### config.mk
export PLATFORM = sky130hd
export DESIGN_NAME = bus_source_arbiter
export DESIGN_NICKNAME = d
export VERILOG_FILES = /design/src/rtl/bus_source_arbiter.sv
export SDC_FILE = /design/constraint.sdc
export NUM_CORES = 1
export LEC_CHECK = 0
export CORE_ASPECT_RATIO = 0.8
export CORE_UTILIZATION = 39
export CTS_CLUSTER_SIZE = 24
export DETAILED_ROUTE_END_ITERATION = 8
export PLACE_DENSITY_LB_ADDON = 0.05
export SYNTH_ARGS = -nofsm -noshare
export SYNTH_HDL_FRONTEND = slang
export SYNTH_SLANG_ARGS = --single-unit
### constraint.sdc
create_clock -name clk -period 1.8 [get_ports clk]
set_clock_uncertainty 0.2 [all_clocks]
set_input_delay 0.36 -clock clk [delete_from_list [all_inputs] [get_ports clk]]
set_output_delay 0.36 -clock clk [all_outputs]
set_load 0.01 [all_outputs]
### src/rtl/bus_source_arbiter.sv
// Round-robin arbiter for four bus sources feeding a 4:1 mux select.
// Ownership holds until release, or until the hold limit expires while others wait.
module bus_source_arbiter #(
    parameter int MAX_HOLD = 8
) (
    input  logic       clk,
    input  logic       rst,
    input  logic [3:0] req,
    output logic [3:0] grant,
    output logic [1:0] sel,
    output logic       busy,
    output logic       preempt
);

    typedef enum logic {IDLE, GRANT} state_t;

    state_t     state_q, state_d;
    logic [3:0] grant_q, grant_d;
    logic [1:0] sel_q, sel_d;
    logic [1:0] last_q, last_d;
    logic [7:0] hold_q, hold_d;
    logic       busy_q, busy_d;
    logic       preempt_q, preempt_d;

    logic [1:0] pick;
    logic [1:0] cand;
    logic       found;
    logic       hold_hit;
    logic [3:0] others;

    always_comb begin
        pick  = 2'd0;
        cand  = 2'd0;
        found = 1'b0;
        // Search upward from last+1; offset 4 wraps back to last, giving it lowest priority.
        for (int i = 1; i <= 4; i++) begin
            cand = last_q + 2'(i);
            if (!found && req[cand]) begin
                pick  = cand;
                found = 1'b1;
            end
        end
    end

    // Compared as >= so a requester arriving after the limit is still honoured.
    assign hold_hit = (MAX_HOLD > 0) && (int'(hold_q) >= MAX_HOLD - 1);
    assign others   = req & ~grant_q;

    always_comb begin
        state_d   = state_q;
        grant_d   = grant_q;
        sel_d     = sel_q;
        last_d    = last_q;
        hold_d    = hold_q;
        busy_d    = busy_q;
        preempt_d = 1'b0;
        case (state_q)
            IDLE: begin
                if (found) begin
                    state_d = GRANT;
                    grant_d = 4'b0001 << pick;
                    sel_d   = pick;
                    busy_d  = 1'b1;
                    hold_d  = 8'd0;
                end
            end
            GRANT: begin
                if (!req[sel_q]) begin
                    state_d = IDLE;
                    grant_d = 4'b0000;
                    busy_d  = 1'b0;
                    last_d  = sel_q;
                end else if (hold_hit && others != 4'b0000) begin
                    state_d   = IDLE;
                    grant_d   = 4'b0000;
                    busy_d    = 1'b0;
                    last_d    = sel_q;
                    preempt_d = 1'b1;
                end else if (hold_q != 8'hFF) begin
                    hold_d = hold_q + 8'd1;
                end
            end
            default: state_d = IDLE;
        endcase
    end

    always_ff @(posedge clk) begin
        if (rst) begin
            state_q   <= IDLE;
            grant_q   <= 4'b0000;
            sel_q     <= 2'd0;
            last_q    <= 2'd3;
            hold_q    <= 8'd0;
            busy_q    <= 1'b0;
            preempt_q <= 1'b0;
        end else begin
            state_q   <= state_d;
            grant_q   <= grant_d;
            sel_q     <= sel_d;
            last_q    <= last_d;
            hold_q    <= hold_d;
            busy_q    <= busy_d;
            preempt_q <= preempt_d;
        end
    end

    assign grant   = grant_q;
    assign sel     = sel_q;
    assign busy    = busy_q;
    assign preempt = preempt_q;

endmodule

After elaboration in Yosys (flattened, before gate mapping):

Index checks and enable logic that the tools add are counted.

* add/sub/neg operators: 4
* order comparisons: 6
* equal/unequal tests: 7
* shift operators: 1
* multiplexer cells: 38
* bitwise logic cells: 4
* reductions and logical operators: 13

Operators with widths (number)
* 2-to-1 mux 8 bit: 4
* 2-to-1 mux 1 bit: 16
* case mux 8 bit (2 select lines): 1
* less-than comparator 2 x 3 -> 1 bit (second input constant): 5
* 2-to-1 mux 2 bit: 6
* 2-to-1 mux 4 bit: 3
* binary-select mux 1 bit (select 2 bit): 5
* adder 8 x 1 -> 8 bit (second input constant): 1
* greater-or-equal comparator 8 x 3 -> 1 bit (second input constant): 1
* inequality test 8 bit (second input constant): 1
* case mux 4 bit (2 select lines): 1
* inequality test 2 x 1 -> 1 bit (second input constant): 3
* AND reduction 2 bit: 3
* adder 2 bit (second input constant): 2
* AND 4 bit: 1
* logical AND 1 bit: 4
* inequality test 2 bit (second input constant): 2
* inverter 4 bit: 1
* case mux 1 bit (2 select lines): 2
* AND reduction 4 bit: 1
* nonzero test 4 bit: 1
* << shifter 1 x 2 -> 4 bit (first input constant): 1
* zero test 1 bit: 3
* inequality test 3 x 2 -> 1 bit (second input constant): 1
* other kinds (3): 4

* register bits after elaboration: 19
* input bits: 6
* logic and storage cells: 80

Longest topological paths before layout:

* depth after elaboration: 16
* depth in mapped cells: 7
* gate-level depth less buffers: 6

Least setup slack after synthesis:

Ideal clock, no wire load.

* kind: reg2reg
* start: reg sel_q[0], in the netlist sel[0]
* end: reg last_q[0]
* data arrival time: 1.526 ns
* data required time: 1.528 ns
* path slack: 0.003 ns
* cell stages (with the launch flop): 6
* period minus slack after synthesis: 1.797 ns
* cell sequence: dfxtp_1 > mux4_2 > o21ai_1 > and2_1 > buf_2 > mux2i_1

* cells in the longest elaborated chain, start to end: 4
* elaborated cells between the ends (all ways): 6

Ends and longest elaborated chain
* from (decl): line 19 `logic [1:0] sel_q, sel_d;`
* from (signal assigned): line 99 `sel_q <= sel_d;`
* binary-select mux 1 bit (select 2 bit): line 68 `if (!req[sel_q]) begin`
* 2-to-1 mux 1 bit (not written as such): line 68
* inequality test 2 x 1 -> 1 bit (no line)
* AND reduction 2 bit (no line)
* to (signal assigned): line 100 `last_q <= last_d;`
* to (decl): line 20 `logic [1:0] last_q, last_d;`

Parallel ways exist; a longest one is shown, timed or not. The select of a mux whose other input is x is not followed.
A chain may end at the register's enable or synchronous reset.

Final worst setup path:

* start: reg grant_q[0], in the netlist grant[0]
* end: reg hold_q[3]

* cells in the longest elaborated chain, start to end: 6

Ends and longest elaborated chain
* from (decl): line 18 `logic [3:0] grant_q, grant_d;`
* from (signal assigned): line 98 `grant_q <= grant_d;`
* inverter 4 bit: line 47 `assign others = req & ~grant_q;`
* AND 4 bit: line 47
* nonzero test 4 bit: line 73 `end else if (hold_hit && others != 4'b0000) begin`
* logical AND 1 bit: line 73
* inequality test 2 bit (no line)
* AND reduction 4 bit (no line)
* to (signal assigned): line 101 `hold_q <= hold_d;`
* to (decl): line 21 `logic [7:0] hold_q, hold_d;`

Every way passes these cells.

==> reports/metrics.yaml <==
critical_path:
  worstSetupStartpointType: "register"
  rrSetupSlack_ns: 0.03
  arrival_ns: 1.82
  crit_required_ns: 1.85
  crit_fanout: 6
  cp-end-kind: "register"
  worstSetupPathType: "register to register"
clocking:
  cts_root_buffer: "clkbuf_4"
  path_clk_slew_ns: 0.11
  clock-sinks: 19
  htreeDepth: 1
  ctsLongestPathBuffers: 2
  cts-buffers-inserted: 3
  hold_buffers: 0
  cts_tree: "yes"
  clk_latency_ns: 0.31
placement:
  io_buffer_count: 13
  routabilityCongestion: 0.807
  dp_hpwl_um: 1940
  dpl_cell_area_um2: 1350
power:
  irDropWorstVdd_uv: 533
  leakage_uw: 0.000610
  pwr_density_cell_nw_per_um2: 655
  total_power_uw: 965
final_layout:
  final_nets: 170
  fin_util: 0.648
  fillCellCount: 200
  area_delta_synth_final_pct: 48.1
  final_area_um2: 1470
  drive_above_1_share: 0.321
  num_antenna_cells: 0
route:
  drt_iter0_drc: 39
  post_drt_wl_per_cell_um: 13.1
  antenna_left: 0
  route.detailed.drc: 0
  dr.pass1.iters: 4
  vias_per_cell: 5.30
  wl_met3_um: 136
  drt-met1-wl_um: 1380
  dr_wl_met2_um: 1040
  highest_layer: "met4"
  routed_wl_um: 2570
  vias: 1039
logic_synthesis:
  ys_types: 34
  async_reset_ff_frac: 0
  syn_inst: 117
  synth_common_cells: "19 x dfxtp_1, 13 x nor2_1, 11 x a21oi_1"
  synth-xor-area-share: 0
  synth-seq-cells: 19
  synth_adder_area_share: 0.0126
  synth_compound_area_frac: 0.208
  synth_top_family_by_area: "simple AND/OR/NAND/NOR gates"
  syn_area_per_cell_um2: 8.50
  synthMuxAreaShare: 0.0528
  synth_edf_count: 0
  synth_seq_area_share: 0.382
  synthDominantAreaCellType: "dfxtp_1"
  synthFlopType: "dfxtp_1"
  syn_nets: 124
  ys_warn_count: 0
  yosys.area_share.simple: 0.328
  syn_area_um2: 995
  yosysMostFrequentCell: "dfxtp_1"
  synthTopCellsByArea: "dfxtp_1 38%, a21oi_1 5.5%, nor2_1 4.9%"
  synth_top_area_frac: 0.382
floorplanning:
  initial_core_util: 0.438
  die_y_um: 47.2
  die-area_um2: 2760
  placementRows: 15
  die_w_um: 58.5
  pin_count: 14
  coreArea_um2: 2270
status:
  status: "completed"
sta:
  whs_ns: 0.286
  worstMarginPinSlew_ns: 0.326
  grt_setup_unrepaired: "yes"
  fmax_ghz: 0.565
  fin_crit_sh: 0.983
  finalSetupViolations: 0
  slew_viol_final: 0
  hold_viol_final: 0
  slew_headroom: 0.782
  layout_min_cycle_time_ns: 1.77
global_routing:
  grt_pass1_wl_um: 4210
  grt_antenna_before_repair: 0
  grt_util_all_layers: 0.214
  grt_pass1_vias: 910
  grt_start_max_net_pins: 11
  overflow: 0
worst_hold_path:
  min_path_type: "register to register"
job:
  maxCapViolCount: 0
==> per-stage QoR <==
step / TNS (ns) / setup WS (ns) / cells
global route: -0.106 / -0.0570 / 196
floorplan: 0 / 0.00268 / 117
CTS: 0 / 0.00156 / 194
finish: 0 / 0.0313 / 196
detailed placement: -8.91 / -0.579 / 187
global placement: -8.39 / -0.559 / 187
==> worst paths after layout <==
path                              start                endpoint  cells past startpoint
setup reg to reg  grant[0]$_SDFFE_PP0P_  hold_q[3]$_SDFFE_PP0P_                      6
hold reg to reg       busy$_SDFFE_PP0P_       busy$_SDFFE_PP0P_                      2
setup / recovery  grant[0]$_SDFFE_PP0P_  hold_q[3]$_SDFFE_PP0P_                      6
hold / removal        busy$_SDFFE_PP0P_       busy$_SDFFE_PP0P_                      2
==> registers in the layout (all words and copies together), names as in the netlist <==
| register | flops |
|---|---|
| busy | 1 |
| grant | 4 |
| hold_q | 8 |
| last_q | 2 |
| preempt | 1 |
| sel | 2 |
| state_q | 1 |
==> power by group <==
part | total [µW] | leakage (µW) | switching, µW | internal (µW)
Clock | 223 | 0.0000150 | 136 | 86.7
Sequential | 471 | 0.000157 | 23.8 | 447
Combinational | 271 | 0.000438 | 125 | 146
==> worst max-delay path, cell delays in order, from the launching register on <==
cell       delay, ns
dfxtp_1         0.34
inv_1           0.09
a2111oi_4       0.28
buf_4           0.20
o211ai_4        0.10
or3_1           0.38
a21oi_2         0.13
==> repair_timing <==
action	in CTS	in global routing
endpoints found under the hold margin	0	0
endpoints found under the setup margin	20	16
buffers inserted	3	2
resized for setup	25	8
pin swaps	8	9
==> area by class of cell <==
class                           count  area [µm²]  share of cell area
Multi-Input combinational cell     94         651               0.442
Sequential cell                    19         387               0.263
Timing Repair Buffer               43         359               0.244
Tap cell                           34        42.5              0.0289
Clock buffer                        4        26.3              0.0178
Inverter                            2        7.51             0.00510
==> cells by family after synthesis <==
| logic type | count (synthesis) |
|---|---|
| fa+ha+maj | 1 |
| flops | 19 |
| buf+inv | 4 |
| mux | 4 |
| simple gates | 59 |
| compound gates | 30 |
==> cell usage in the layout (no fill, tap or decap), drive strengths merged, types with 2 or more instances in the layout <==
cell	netlist	layout
mux2i	3	3
nand2	9	9
nand3	3	3
nor3	6	6
inv	2	2
and2	2	2
o21ai	4	4
nand3b	3	3
and3	2	2
nor2b	6	6
a21oi	11	11
nand4	3	3
clkbuf	1	4
clkdlybuf4s50	0	3
dfxtp	19	19
buf	1	30
o22ai	7	7
dlygate4sd2	0	7
dlymetal6s2s	0	2
nor2	13	13
nand2b	5	5
or3	4	4
==> metal layers <==
metal / up-vias / global-route usage
li1: 523 / -
met5: - / 0
met2: 25 / 0.310
met1: 488 / 0.309
met3: 3 / 0.0606
met4: 0 / 0.0619
(Power assumes the default switching activity.)
